==> src/rtl/down_counter_ctrl_pkg.sv <==
// Shared types and defaults for the down_counter_ctrl timer slice.
//   state_t          : FSM state encoding (IDLE=0, RUN=1, PAUSE=2)
//   WIDTH_DEF        : default counter / load value width
//   PRESCALE_DEF     : default clk cycles per count tick
//   presc_width()    : prescaler register width, never below 1 bit
package down_counter_ctrl_pkg;

    localparam int unsigned WIDTH_DEF    = 4;
    localparam int unsigned PRESCALE_DEF = 1;

    typedef enum logic [1:0] {
        ST_IDLE  = 2'd0,
        ST_RUN   = 2'd1,
        ST_PAUSE = 2'd2
    } state_t;

    function automatic int unsigned presc_width(input int unsigned p);
        return (p > 1) ? $clog2(p) : 1;
    endfunction

endpackage

==> src/rtl/down_counter_ctrl_if.sv <==
// Control/status bundle between a controlling agent (master) and the timer (slave).
//   load_val, start, pause, abort, auto_reload : master -> timer
//   count, busy, done                          : timer -> master
interface down_counter_ctrl_if
    import down_counter_ctrl_pkg::*;
#(
    parameter int unsigned WIDTH = WIDTH_DEF
);
    logic [WIDTH-1:0] load_val;
    logic             start;
    logic             pause;
    logic             abort;
    logic             auto_reload;
    logic [WIDTH-1:0] count;
    logic             busy;
    logic             done;

    modport master (
        output load_val, start, pause, abort, auto_reload,
        input  count, busy, done
    );

    modport slave (
        input  load_val, start, pause, abort, auto_reload,
        output count, busy, done
    );
endinterface

==> src/rtl/tick_prescaler.sv <==
// Divides clk into count ticks: one tick every PRESCALE enabled cycles.
//   clk   : system clock
//   rst   : async active-low reset
//   en    : advance the prescaler this cycle (held value when low)
//   clr   : synchronous clear to 0, overrides en
//   tick  : high in the enabled cycle where the prescaler sits at PRESCALE-1
module tick_prescaler
    import down_counter_ctrl_pkg::*;
#(
    parameter int unsigned PRESCALE = PRESCALE_DEF
)(
    input  logic clk,
    input  logic rst,
    input  logic en,
    input  logic clr,
    output logic tick
);
    localparam int unsigned PW = presc_width(PRESCALE);

    logic [PW-1:0] cnt_q;
    logic          last_c;

    assign last_c = (cnt_q == PW'(PRESCALE - 1));
    assign tick   = en && last_c;

    // Wraps to 0 on the tick cycle so back-to-back periods have no gap.
    always_ff @(posedge clk or negedge rst) begin
        if (!rst) begin
            cnt_q <= '0;
        end else if (clr) begin
            cnt_q <= '0;
        end else if (en) begin
            cnt_q <= last_c ? '0 : cnt_q + PW'(1);
        end
    end
endmodule

==> src/rtl/down_counter_ctrl.sv <==
// Programmable countdown timer: load, prescaled decrement, pause, abort, auto-reload,
// one-cycle done pulse at terminal count.
//   clk  : system clock, rising edge
//   rst  : async active-low reset
//   bus  : slave side of down_counter_ctrl_if (load_val/start/pause/abort/auto_reload in,
//          count/busy/done out, all outputs registered)
module down_counter_ctrl
    import down_counter_ctrl_pkg::*;
#(
    parameter int unsigned WIDTH    = WIDTH_DEF,
    parameter int unsigned PRESCALE = PRESCALE_DEF
)(
    input  logic                clk,
    input  logic                rst,
    down_counter_ctrl_if.slave  bus
);
    state_t           state_q, state_d;
    logic [WIDTH-1:0] count_q, count_d;
    logic [WIDTH-1:0] reload_q, reload_d;
    logic             done_q, done_d;
    logic             busy_q;
    logic             start_ok_c;
    logic             en_c;
    logic             clr_c;
    logic             tick_c;

    // A start with a zero load only pulses done and never enters RUN.
    assign start_ok_c = (state_q == ST_IDLE) && bus.start && (bus.load_val != '0);
    // Prescaler freezes on pause so resume continues mid-period.
    assign en_c       = (state_q == ST_RUN) && !bus.pause && !bus.abort;
    assign clr_c      = bus.abort || start_ok_c;

    tick_prescaler #(.PRESCALE(PRESCALE)) u_presc (
        .clk  (clk),
        .rst  (rst),
        .en   (en_c),
        .clr  (clr_c),
        .tick (tick_c)
    );

    // Next-state logic; priority abort > start > pause > tick.
    always_comb begin
        state_d  = state_q;
        count_d  = count_q;
        reload_d = reload_q;
        done_d   = 1'b0;
        if (bus.abort) begin
            state_d = ST_IDLE;
            count_d = '0;
        end else begin
            case (state_q)
                ST_IDLE: begin
                    if (bus.start) begin
                        if (start_ok_c) begin
                            count_d  = bus.load_val;
                            reload_d = bus.load_val;
                            state_d  = ST_RUN;
                        end else begin
                            done_d = 1'b1;
                        end
                    end
                end
                ST_RUN: begin
                    if (bus.pause) begin
                        state_d = ST_PAUSE;
                    end else if (tick_c) begin
                        if (count_q > WIDTH'(1)) begin
                            count_d = count_q - WIDTH'(1);
                        end else begin
                            done_d = 1'b1;
                            if (bus.auto_reload) begin
                                count_d = reload_q;
                            end else begin
                                count_d = '0;
                                state_d = ST_IDLE;
                            end
                        end
                    end
                end
                ST_PAUSE: begin
                    if (!bus.pause) begin
                        state_d = ST_RUN;
                    end
                end
                default: begin
                    state_d = ST_IDLE;
                    count_d = '0;
                end
            endcase
        end
    end

    // State and output registers.
    always_ff @(posedge clk or negedge rst) begin
        if (!rst) begin
            state_q  <= ST_IDLE;
            count_q  <= '0;
            reload_q <= '0;
            done_q   <= 1'b0;
            busy_q   <= 1'b0;
        end else begin
            state_q  <= state_d;
            count_q  <= count_d;
            reload_q <= reload_d;
            done_q   <= done_d;
            busy_q   <= (state_d != ST_IDLE);
        end
    end

    assign bus.count = count_q;
    assign bus.busy  = busy_q;
    assign bus.done  = done_q;
endmodule
==> src/flat_wrapper.sv <==
// flat-port wrapper written by rule: the top's interface ports become plain ports
module down_counter_ctrl_flat import down_counter_ctrl_pkg::*;
#(
    parameter int unsigned WIDTH    = WIDTH_DEF,
    parameter int unsigned PRESCALE = PRESCALE_DEF
)
  (clk, rst, bus_load_val, bus_start, bus_pause, bus_abort, bus_auto_reload, bus_count, bus_busy, bus_done);
  down_counter_ctrl_if #(.WIDTH(WIDTH)) bus_i ();
  input  logic clk;
  input  logic rst;
  input wire logic [$bits(bus_i.load_val)-1:0] bus_load_val;
  input wire logic [$bits(bus_i.start)-1:0] bus_start;
  input wire logic [$bits(bus_i.pause)-1:0] bus_pause;
  input wire logic [$bits(bus_i.abort)-1:0] bus_abort;
  input wire logic [$bits(bus_i.auto_reload)-1:0] bus_auto_reload;
  output wire logic [$bits(bus_i.count)-1:0] bus_count;
  output wire logic [$bits(bus_i.busy)-1:0] bus_busy;
  output wire logic [$bits(bus_i.done)-1:0] bus_done;
  assign bus_i.load_val = bus_load_val;
  assign bus_i.start = bus_start;
  assign bus_i.pause = bus_pause;
  assign bus_i.abort = bus_abort;
  assign bus_i.auto_reload = bus_auto_reload;
  assign bus_count = bus_i.count;
  assign bus_busy = bus_i.busy;
  assign bus_done = bus_i.done;
  down_counter_ctrl #(.WIDTH(WIDTH), .PRESCALE(PRESCALE)) u_core (.clk(clk), .rst(rst), .bus(bus_i));
endmodule
==> config.mk <==
export PLATFORM = sky130hd
export DESIGN_NAME = down_counter_ctrl_flat
export DESIGN_NICKNAME = d
export VERILOG_FILES = /design/src/rtl/down_counter_ctrl_pkg.sv /design/src/rtl/down_counter_ctrl_if.sv /design/src/rtl/tick_prescaler.sv /design/src/rtl/down_counter_ctrl.sv /design/src/flat_wrapper.sv
export SDC_FILE = /design/constraint.sdc
export NUM_CORES = 1
export LEC_CHECK = 0
export ABC_AREA = 1
export BUFFER_PORTS_ARGS = -buffer_cell sky130_fd_sc_hd__buf_2
export CAP_MARGIN = 20
export CORE_ASPECT_RATIO = 0.6
export CORE_UTILIZATION = 30
export CTS_CLUSTER_DIAMETER = 100
export DETAILED_ROUTE_END_ITERATION = 8
export PLACE_DENSITY = 0.58
export SLEW_MARGIN = 10
export SYNTH_ARGS = -nofsm -noshare
export SYNTH_HDL_FRONTEND = slang
export SYNTH_SLANG_ARGS = --single-unit
==> constraint.sdc <==
create_clock -name clk -period 1.4 [get_ports clk]
set_input_delay 0.28 -clock clk [delete_from_list [all_inputs] [get_ports clk]]
set_output_delay 0.28 -clock clk [all_outputs]
set_load 0.02 [all_outputs]
==> Flow_metrics.wiki, run 1 <==
{| class="wikitable"
! Metric !! Value
|-
| Drt first-iter violations || 19
|-
| Average detailed-routed wire length per instance || 10.9 um
|-
| Mean instance size in the synthesized netlist || 6.73 um^2
|-
| Share of layout cells above drive strength 1 || 0.315
|-
| Floorplan core area || 0.00252 mm^2
|-
| Category of the critical setup timing path || reg -> reg
|-
| Ratio of routed vias to standard cells || 4.40
|-
| Starting Density || 0.317
|-
| Maximum count of clock buffers along a single path || 2
|-
| Setup slack on the worst flop-to-flop path || 60 ps
|-
| Global-route wire length before repair || 3290 um
|-
| Final Max Slew Viols || 0
|-
| Sinks on Clock Net || 12
|-
| Fraction of the yosys area taken by sequential cells || 0.375
|-
| Top-level port count || 16
|-
| Yosys warnings || 0
|-
| Half-perimeter wire length after placement || 1450 um
|-
| Most frequent cell after synthesis || nand2_1
|-
| Worst hold slack across all endpoints || 281 ps
|-
| Top cells by area, synth || dfrtp_1 38%, nand2_1 28%, inv_1 5.6%
|-
| Routability congestion estimate || 0.859
|-
| Hold Startpoint || bus_load_val[3]
|-
| Startpoint of the lowest-slack register-to-register path || u_core.bus.count[0]
|-
| Total setup violations reported at the end of the flow || 0
|-
| Worst-path clk slew || 60 ps
|-
| FF-to-FF path depth || 9
|-
| Global-route usage over all layers || 0.156
|-
| Critical R2R Capture || u_core.bus.count[2]
|-
| Final design area excluding fillers || 0.00106 mm^2
|-
| Endpoints failing hold || 0
|-
| Via count of the first global-routing pass || 696
|-
| Static leakage power || 0.587 nW
|-
| Status || complete, no violations
|-
| Proportion of netlist area held by the largest area contributor || 0.375
|-
| Area Overhead vs Synth || 32.3%
|-
| CP Data Required Time || 1530 ps
|-
| Placement Cell Area || 922 um^2
|-
| Final Critical Period || 1340 ps
|-
| Total Routed Length || 1910 um
|-
| EDFF count, synth || 0
|-
| Vias || 770
|-
| Router iterations before antenna repair || 4
|-
| Number of distinct library cells after synthesis || 16
|-
| Number of instances in the synthesized netlist || 119
|-
| Most used standard cells in the synthesized netlist || 59 x nand2_1, 12 x dfrtp_1, 12 x inv_1, 8 x nor2_1, 6 x nand3_1
|-
| Cell count after placement || 167
|-
| Max-Cap Viols || 0
|-
| Synthesized flop and latch total || 12
|-
| Clock Root Buffer || clkbuf_8
|-
| Worst min-delay path class || in -> reg
|-
| Fmax || 744 MHz
|-
| Vertical die dimension || 42.0 um
|-
| Nature of the critical path startpoint || flop
|-
| Post-route fraction of the period consumed by the critical path || 0.960
|-
| Maximum fanout encountered on the critical timing path || 4
|-
| Most used DFF post-synth || dfrtp_1
|-
| Ys async rst share || 1.00
|-
| Die outline area || 0.00289 mm^2
|-
| Number of antenna-violating nets in the routed design || 0
|-
| Number of standard cells in the final layout excluding fillers || 175
|-
| Cell Area, Synth || 801 um^2
|-
| Pwr per Cell Area || 1220 mW/mm^2
|-
| Layout Utilization || 0.420
|-
| WHS Path Cells || 3
|-
| Total nets after synthesis || 131
|-
| Maximum number of pins on one net before global-route repair || 13
|-
| Setup repair after global routing missed its margin || true
|-
| Number of I/O port buffers || 15
|-
| Most area-hungry cell type in the Yosys netlist || dfrtp_1
|-
| Die span in x || 68.7 um
|-
| Clock tree from TritonCTS || done
|-
| Hold Path Sink || u_core.reload_q[3]
|-
| IR drop worst, VDD || 0.582 mV
|-
| WP data arrival || 1480 ps
|-
| H-tree levels || 1
|-
| Number of inserted diodes || 0
|-
| Clock insertion delay at the later pin of the skew report || 240 ps
|-
| Residual DRC || 0
|-
| Row cnt || 14
|-
| Net count, final || 156
|-
| Actual slew at the worst max-slew pin || 291 ps
|-
| Relative slew slack || 0.806
|-
| Overflow after GRT || 0
|-
| Antenna violations before repair || 0
|-
| Largest clock skew in the final design || 1.50 ps
|-
| Kind of end point of the critical path || flop
|-
| Number of buffers created by CTS || 3
|}
[routing by layer]
layer | GRT usage | wire length, um | share of wire
met5 | 0 | 0 | 0
met4 | 0.0245 | 0 | 0
met3 | 0.0489 | 122 | 0.064
met2 | 0.198 | 740 | 0.39
met1 | 0.253 | 1040 | 0.55
[flip-flops by register name (all words and copies together) (netlist names)]
register	flops
u_core.reload_q	4
u_core.bus.busy	1
u_core.bus.count	4
u_core.state_q	2
u_core.bus.done	1
[power breakdown]
group	internal, mW	leakage [nW]	switching (mW)
registers	0.398	0.153	0.0434
logic	0.187	0.406	0.278
clock network	0.249	0.0288	0.136
[worst max-delay path by stage]
| stage | startpoint | end | slack, ps | depth (start not counted) |
|---|---|---|---|---|
| 2_1_floorplan | u_core.bus.count[1] | u_core.bus.busy | 20 | 9 |
| 3_3_place_gp | u_core.bus.count[1] | u_core.bus.busy | -20 | 9 |
| 3_5_place_dp | u_core.bus.count[0] | u_core.bus.busy | -50 | 9 |
| 4_1_cts | u_core.bus.count[0] | u_core.bus.busy | 30 | 9 |
| 5_1_grt | u_core.bus.count[0] | u_core.bus.busy | -30 | 9 |
| 6_report | u_core.bus.count[0] | u_core.bus.count[2] | 60 | 9 |
[worst max-delay path: stages, from the launching register on]
cell,delay (ps)
dfrtp_2,410
inv_2,70
ha_4,170
buf_4,130
xnor2_1,150
nand2_1,70
nand3_1,60
nand2_1,50
nand2_1,70
nand2_1,50
[layout make-up]
cell class / instances / area [um^2]
Fill cell: 292 / 1460
Multi-Input combinational cell: 90 / 474
Sequential cell: 12 / 303
Timing Repair Buffer: 21 / 123
Inverter: 16 / 65.1
Clock buffer: 4 / 55.1
Tap cell: 32 / 40.0
[cells by family after synthesis]
group                    synth area share
buffers and inverters              0.0922
AND/OR/NAND/NOR                     0.459
AO/OA/AOI/OAI                      0.0312
adder cells (fa/ha/maj)            0.0312
flip-flops                          0.375
XOR/XNOR                           0.0109
[placed cells by master (no fill, tap or decap)]
master	n
nand2_2	2
nor3_1	1
clkbuf_8	4
xnor2_1	1
nand2_4	4
nand3_1	5
nor2_4	4
buf_2	15
nand3b_1	1
dlygate4sd3_1	1
buf_4	5
inv_1	10
dfrtp_1	10
o21ai_0	5
nor2_1	7
dfrtp_2	2
nand2_1	57
inv_4	2
nand3_2	1
ha_4	2
inv_2	4
[metrics by stage]
stage               power, mW  setup slack, ps  TNS (ps)
floorplan               0.710             16.6         0
global placement        0.823            -20.5     -63.5
detailed placement      0.827            -54.9      -195
CTS                      1.24             25.4         0
global route             1.40            -29.7     -87.2
finish                   1.29             55.9         0
[timing repair]
action                                  in CTS  in global routing
endpoints found under the hold margin       12                  0
endpoints found under the setup margin       5                  6
setup buffers                                1                  2
hold buffers                                 1                  0
pin swaps                                    1                  7
resized for setup                            3                 10
Note: power is estimated with default switching activity, not from simulation.
==> inputs of run 2 (changes only) <==
--- a/config.mk
+++ b/config.mk
@@ -9,6 +9,7 @@
 export BUFFER_PORTS_ARGS = -buffer_cell sky130_fd_sc_hd__buf_2
 export CAP_MARGIN = 20
 export CORE_ASPECT_RATIO = 0.6
+export CORE_MARGIN = 2
 export CORE_UTILIZATION = 30
 export CTS_CLUSTER_DIAMETER = 100
 export DETAILED_ROUTE_END_ITERATION = 8
==> run 2 against run 1 <==
Compared with the run above: non-clock buffer count is 1 higher; fmax is 0.86% higher; core utilization is 0.099 points lower; largest power group unchanged; via count is 2.1% lower; worst setup slack better by 12 ps; sequential share of layout area is 0.068 points higher.
==> Flow_metrics.wiki, run 2 (same netlist as run 1, synthesis figures left out) <==
{| class="wikitable"
! Metric !! Value
|-
| Vertical die dimension || 44.0 um (+4.8%)
|-
| Endpoints failing hold || 0 (unchanged)
|-
| Global-route wire length before repair || 3280 um (-0.43%)
|-
| Part of the power in the clock network || 0.267 (-0.031)
|-
| Net count, final || 157 (+0.64%)
|-
| Die span in x || 70.7 um (+2.9%)
|-
| Most common library cell in the layout ignoring fill and taps || nand2_1
|-
| Fmax || 750 MHz (+0.86%)
|-
| CP delay by family, top || simple AND/OR/NAND/NOR gates
|-
| CP Data Required Time || 1530 ps (about the same)
|-
| Static leakage power || 0.588 nW (+0.18%)
|-
| Clock Root Buffer || clkbuf_8
|-
| Portion of total power attributed to sequential cells || 0.355 (+0.013)
|-
| Drt first-iter violations || 33 (+14)
|-
| Nature of the critical path startpoint || flop
|-
| Setup repair after global routing missed its margin || true
|-
| Crit-path cells || inv_4 > ha_4 > nor2_4 > nor2_4 > nand3b_1 > nand2_1 > nand2_1 > nand2_1 > nand2_1
|-
| Post-route fraction of the period consumed by the critical path || 0.952 (-0.00823)
|-
| Top-level port count || 16 (unchanged)
|-
| Number of I/O port buffers || 15 (unchanged)
|-
| Number of cells on the critical path || 9 (unchanged)
|-
| Maximum number of pins on one net before global-route repair || 13 (unchanged)
|-
| Layout Utilization || 0.419 (-0.000992)
|-
| Critical Path Most Common Cell || nand2_1
|-
| Total Routed Length || 1890 um (-0.73%)
|-
| Antenna violations before repair || 0 (unchanged)
|-
| Slowest library cell on the worst path || dfrtp_2
|-
| Max-Cap Viols || 0 (unchanged)
|-
| Share of layout cells above drive strength 1 || 0.299 (-0.0161)
|-
| Pwr per Cell Area || 1180 mW/mm^2 (-2.8%)
|-
| Number of inserted diodes || 0 (unchanged)
|-
| Status || complete, no violations
|-
| Routability congestion estimate || 0.878 (+2.2%)
|-
| Clock insertion delay at the later pin of the skew report || 250 ps (about the same)
|-
| Row cnt || 14 (unchanged)
|-
| Final Max Slew Viols || 0 (unchanged)
|-
| Area Overhead vs Synth || 32.0%
|-
| Relative slew slack || 0.805 (-0.000890)
|-
| WP data arrival || 1460 ps (-20 ps)
|-
| Number of antenna-violating nets in the routed design || 0 (unchanged)
|-
| Router iterations before antenna repair || 4 (unchanged)
|-
| Category of the critical setup timing path || reg -> reg
|-
| Worst-path clk slew || 60 ps (about the same)
|-
| Global-route track usage on met1 || 0.202 (-0.0514)
|-
| Cell internal pwr || 796 uW (-4.5%)
|-
| Actual slew at the worst max-slew pin || 293 ps (+1.33 ps)
|-
| Overflow after GRT || 0 (unchanged)
|-
| NetSw || 456 uW (-0.43%)
|-
| Largest clock skew in the final design || 8.99 ps (+7.50 ps)
|-
| Crit-path max cell delay || 450 ps (+40 ps)
|-
| Global-route usage over all layers || 0.136 (-0.0201)
|-
| Residual DRC || 0 (unchanged)
|-
| Die outline area || 0.00311 mm^2 (+7.8%)
|-
| Number of buffers created by CTS || 3 (unchanged)
|-
| Starting Density || 0.317 (unchanged)
|-
| Final critical-path setup slack || 67.4 ps (+11.5 ps)
|-
| Total setup violations reported at the end of the flow || 0 (unchanged)
|-
| Setup TNS Final || 0 ps (unchanged)
|-
| Clock tree from TritonCTS || done
|-
| IR drop worst, VDD || 0.417 mV (-28%)
|-
| GR met2 Demand/Resource || 0.193 (-0.00552)
|-
| Worst min-delay path class || in -> reg
|-
| Switching portion of total power || 0.364 (+0.00949)
|-
| Floorplan core area || 0.00252 mm^2 (unchanged)
|-
| Worst setup timing slack at the placement stage || -60.3 ps (-5.35 ps)
|-
| Buf/Inv on CP || 1 (-1)
|-
| Ratio of routed vias to standard cells || 4.28 (-2.6%)
|-
| H-tree levels || 1 (unchanged)
|-
| Average detailed-routed wire length per instance || 10.8 um (-1.3%)
|-
| Half-perimeter wire length after placement || 1460 um (+0.81%)
|-
| Sinks on Clock Net || 12 (unchanged)
|-
| Final Critical Period || 1330 ps (-11.5 ps)
|-
| Via count of the first global-routing pass || 716 (+2.9%)
|-
| Combinational power share || 0.377 (+0.017)
|-
| Overall Power || 1.25 mW (-3.0%)
|-
| WHS Path Cells || 3 (unchanged)
|-
| Vias || 754 (-2.1%)
|-
| Maximum count of clock buffers along a single path || 2 (unchanged)
|-
| Fillers || 281 (-3.8%)
|-
| Kind of end point of the critical path || flop
|-
| Maximum fanout encountered on the critical timing path || 5 (+1)
|-
| Most Used Layer, Global Route || met1
|-
| FF-to-FF path depth || 9 (unchanged)
|-
| Met3 usage in global routing || 0.0478 (-0.00108)
|-
| Commonest cells after routing, fill and taps aside || 59 x nand2_1, 15 x buf_2, 10 x inv_1, 10 x dfrtp_1, 7 x nor2_1
|}
-- run 2: cell type report --
class                   count  area (um^2)  share of cell area
repair buffers             22          130               0.123
multi-input cells          90          472               0.446
flip-flops and latches     12          303               0.286
inverters                  16         67.6              0.0639
well taps                  32         40.0              0.0379
clock buffers               4         45.0              0.0426
-- run 2: power by group through the flow --
stage                     sequential [mW]  combinational, mW  clock, mW
after floorplan                     0.462              0.249          0
after global placement              0.439              0.386          0
after detailed placement            0.443              0.385          0
after CTS                           0.438              0.401      0.345
after global routing                0.450              0.535      0.355
final                               0.445              0.472      0.335
-- run 2: metrics by stage --
step / hold slack [ps] / area [um^2] / cells
2_1_floorplan: -15.6 / 803 / 119
3_3_place_gp: 182 / 922 / 167
3_5_place_dp: 182 / 922 / 167
4_1_cts: 286 / 990 / 172
5_1_grt: 296 / 1060 / 176
6_report: 290 / 1060 / 176
-- run 2: worst reg2reg max path, cell delays in order, from the launching register on --
cell	delay, ps
dfrtp_2	450
inv_4	90
ha_4	160
nor2_4	50
nor2_4	140
nand3b_1	90
nand2_1	70
nand2_1	40
nand2_1	70
nand2_1	50
-- run 2: repair_timing --
item                                    in CTS  in global routing
hold endpoints to repair                    12                  0
resized for setup                            3                  9
pin swaps                                    2                  6
hold buffers                                 1                  0
endpoints found under the setup margin       5                  6
buffers inserted                             0                  4
-- run 2: final timing paths --
check                                     from  slack (ps)             endpoint
max                        u_core.bus.count[0]          70      u_core.bus.busy
min                            bus_load_val[3]         290   u_core.reload_q[3]
max reg2reg                u_core.bus.count[0]          70      u_core.bus.busy
min reg2reg                 u_core.reload_q[1]         520   u_core.reload_q[1]
max in group asynchronous                  rst         710  u_core.bus.count[1]
min in group asynchronous                  rst         450    u_core.state_q[1]
-- run 2: layer usage --
layer	share of wire	routed length, um	vias up
li1	-	-	407
met1	0.56	1060	329
met2	0.37	709	16
met3	0.061	115	2
met4	0.0053	10	0
met5	0	0	-
==> inputs of run 3 (changes only) <==
--- a/config.mk
+++ b/config.mk
@@ -8,12 +8,14 @@
 export ABC_AREA = 1
 export BUFFER_PORTS_ARGS = -buffer_cell sky130_fd_sc_hd__buf_2
 export CAP_MARGIN = 20
+export CELL_PAD_IN_SITES_DETAIL_PLACEMENT = 2
+export CELL_PAD_IN_SITES_GLOBAL_PLACEMENT = 2
 export CORE_ASPECT_RATIO = 0.6
 export CORE_MARGIN = 2
-export CORE_UTILIZATION = 30
+export CORE_UTILIZATION = 28
 export CTS_CLUSTER_DIAMETER = 100
 export DETAILED_ROUTE_END_ITERATION = 8
-export PLACE_DENSITY = 0.58
+export PLACE_DENSITY = 0.85
 export SLEW_MARGIN = 10
 export SYNTH_ARGS = -nofsm -noshare
 export SYNTH_HDL_FRONTEND = slang
==> run 3 against run 2 <==
Compared with the run above: core utilization is 0.35 points lower; via count is 16% higher; first-iteration DRC count is 12% higher; cell area is 2.6% higher; clock skew is 7.0 ps lower; global-route usage is 9.0 points higher; power is 12% higher; sequential share of layout area is 0.73 points lower; register-to-register slack worse by 90 ps; die area is 6.6% higher; clock-buffer cell count stayed put; worst setup slack worse by 88 ps; the run now ends with setup timing left.
==> Flow_metrics.wiki, run 3 (same netlist as run 1, synthesis figures left out) <==
{| class="wikitable"
! Metric !! Value
|-
| Row cnt || 14 (unchanged)
|-
| Sinks on Clock Net || 12 (unchanged)
|-
| Kind of end point of the critical path || flop
|-
| Post-route fraction of the period consumed by the critical path || 1.01 (+0.0628)
|-
| Worst-path clk slew || 60 ps (about the same)
|-
| Met3 usage in global routing || 0.0221 (-0.0257)
|-
| Nature of the critical path startpoint || flop
|-
| Total Routed Length || 3250 um (+71%)
|-
| Die span in x || 73.0 um (+3.3%)
|-
| Buf/Inv on CP || 1 (unchanged)
|-
| Maximum fanout encountered on the critical timing path || 5 (unchanged)
|-
| Commonest cells after routing, fill and taps aside || 55 x nand2_1, 15 x buf_2, 10 x dfrtp_1
|-
| Overflow after GRT || 0 (unchanged)
|-
| Vias || 875 (+16%)
|-
| Half-perimeter wire length after placement || 2290 um (+57%)
|-
| Critical Path Most Common Cell || nand2_1
|-
| Worst setup timing slack at the placement stage || -160 ps (-100 ps)
|-
| Final critical-path setup slack || -20.5 ps (-87.9 ps)
|-
| CP Data Required Time || 1530 ps (about the same)
|-
| Number of buffers created by CTS || 3 (unchanged)
|-
| Number of I/O port buffers || 15 (unchanged)
|-
| Clock Root Buffer || clkbuf_8
|-
| Setup repair after global routing missed its margin || true
|-
| Global-route usage over all layers || 0.226 (+0.0901)
|-
| Endpoints failing hold || 0 (unchanged)
|-
| Crit-path max cell delay || 440 ps (about the same)
|-
| Maximum count of clock buffers along a single path || 2 (unchanged)
|-
| IR drop worst, VDD || 0.594 mV (+43%)
|-
| Clock insertion delay at the later pin of the skew report || 240 ps (about the same)
|-
| Drt first-iter violations || 37 (+12%)
|-
| Area Overhead vs Synth || 35.5%
|-
| FF/Latch Area || 303 um^2 (unchanged)
|-
| Via count of the first global-routing pass || 979 (+37%)
|-
| Final design area excluding fillers || 0.00108 mm^2 (+2.6%)
|-
| H-tree levels || 1 (unchanged)
|-
| Setup TNS Final || -29.3 ps (-29.3 ps)
|-
| Top-level port count || 16 (unchanged)
|-
| Pwr per Cell Area || 1290 mW/mm^2 (+8.9%)
|-
| Maximum number of pins on one net before global-route repair || 13 (unchanged)
|-
| Vertical die dimension || 45.4 um (+3.2%)
|-
| Most Used Layer, Global Route || met2
|-
| Crit-path cells || inv_2 > ha_4 > nor2_4 > nor2_4 > nand3b_1 > nand2_1 > nand2_1 > nand2_2 > nand2_1
|-
| Slowest library cell on the worst path || dfrtp_2
|-
| Area used by multi-input combinational logic || 484 um^2 (+2.7%)
|-
| Fmax || 704 MHz (-6.2%)
|-
| Router iterations before antenna repair || 4 (unchanged)
|-
| Most common library cell in the layout ignoring fill and taps || nand2_1
|-
| Final Critical Period || 1420 ps (+87.9 ps)
|-
| Category of the critical setup timing path || reg -> reg
|-
| Net count, final || 158 (+0.64%)
|-
| Final Max Slew Viols || 0 (unchanged)
|-
| Total setup violations reported at the end of the flow || 2 (+2)
|-
| WP data arrival || 1550 ps (+90 ps)
|-
| Starting Density || 0.307 (-0.0107)
|-
| GR met2 Demand/Resource || 0.386 (+0.193)
|-
| Cell count after placement || 168 (+0.60%)
|-
| Placement Cell Area || 930 um^2 (+0.81%)
|-
| Routability congestion estimate || 0.766 (-13%)
|-
| Max-Cap Viols || 0 (unchanged)
|-
| Share of layout cells above drive strength 1 || 0.352 (+0.0531)
|-
| Number of inserted diodes || 0 (unchanged)
|-
| Actual slew at the worst max-slew pin || 300 ps (+6.91 ps)
|-
| Status || complete, but fails checks
|-
| Number of antenna-violating nets in the routed design || 0 (unchanged)
|-
| Global-route wire length before repair || 5260 um (+61%)
|-
| Ratio of routed vias to standard cells || 4.94 (+15%)
|-
| Worst min-delay path class || in -> reg
|-
| Relative slew slack || 0.800 (-0.00461)
|-
| Fillers || 306 (+8.9%)
|-
| Largest clock skew in the final design || 2.02 ps (-6.98 ps)
|-
| Number of standard cells in the final layout excluding fillers || 177 (+0.57%)
|-
| Antenna violations before repair || 0 (unchanged)
|-
| Clock tree from TritonCTS || done
|-
| Residual DRC || 0 (unchanged)
|-
| Failing checks || setup timing
|-
| Global-route track usage on met1 || 0.303 (+0.101)
|-
| Die outline area || 0.00332 mm^2 (+6.6%)
|-
| CP delay by family, top || simple AND/OR/NAND/NOR gates
|-
| Floorplan core area || 0.00261 mm^2 (+3.5%)
|-
| Average detailed-routed wire length per instance || 18.3 um (+70%)
|-
| Static leakage power || 0.594 nW (+0.95%)
|}
run 3: cell types whose count changed in the layout (fill, tap and decap cells not counted):
cell and delta:
xnor2_2 -1, inv_2 +2, clkbuf_1 -1, nand3_2 +2
inv_1 -1, inv_4 -1, nand3_1 -2, nand2_2 +4
clkbuf_8 +1, nand2_1 -4, buf_4 +1, xnor2_1 +1
run 3: what timing repair did:
action | 4_1_cts | 5_1_grt
setup buffers | 3 | 1
gates resized for setup | 10 | 7
gates cloned | 0 | 0
pin swaps | 5 | 2
setup endpoints to repair | 6 | 8
hold buffers | 1 | 0
endpoints found under the hold margin | 12 | 0
run 3: final cells by class:
class	instances	share of cell area
Multi-Input combinational cell	90	0.446
Clock buffer	4	0.0507
Tap cell	32	0.0369
Inverter	16	0.0600
Sequential cell	12	0.279
Timing Repair Buffer	23	0.127
run 3: metrics by stage:
step                       util  power, mW  hold slack [ps]
final                     0.416       1.40              298
after global routing      0.416       1.48              324
after CTS                 0.405       1.34              290
after detailed placement  0.356      0.881              183
after global placement    0.356      0.846              180
after floorplan               -      0.710            -15.6
run 3: final timing paths:
path                                      from                  end  slack (ps)  cells after the start
min                            bus_load_val[2]   u_core.reload_q[2]         300                      3
max reg2reg                u_core.bus.count[0]      u_core.bus.busy         -20                      9
min reg2reg                 u_core.reload_q[2]   u_core.reload_q[2]         570                      2
max                        u_core.bus.count[0]      u_core.bus.busy         -20                      9
min in group asynchronous                  rst   u_core.reload_q[1]         460                      2
max in group asynchronous                  rst  u_core.bus.count[1]         690                      2
run 3: power breakdown:
part / leakage (nW) / internal (mW) / switching, mW / total [mW]
Clock: 0.0288 / 0.249 / 0.142 / 0.391
Combinational: 0.412 / 0.212 / 0.341 / 0.553
Sequential: 0.153 / 0.398 / 0.0573 / 0.455
Total: 0.594 / 0.858 / 0.540 / 1.40
run 3: per-layer routing:
| layer | wire length [um] | part of all wire | vias up |
|---|---|---|---|
| li1 | - | - | 409 |
| met1 | 1500 | 0.46 | 434 |
| met2 | 1520 | 0.47 | 25 |
| met3 | 177 | 0.055 | 7 |
| met4 | 45 | 0.014 | 0 |
| met5 | 0 | 0 | - |
run 3: worst min-delay path, stage by stage:
cell and delay (ps):
buf_2 110, nand2_1 60, nand2_1 60
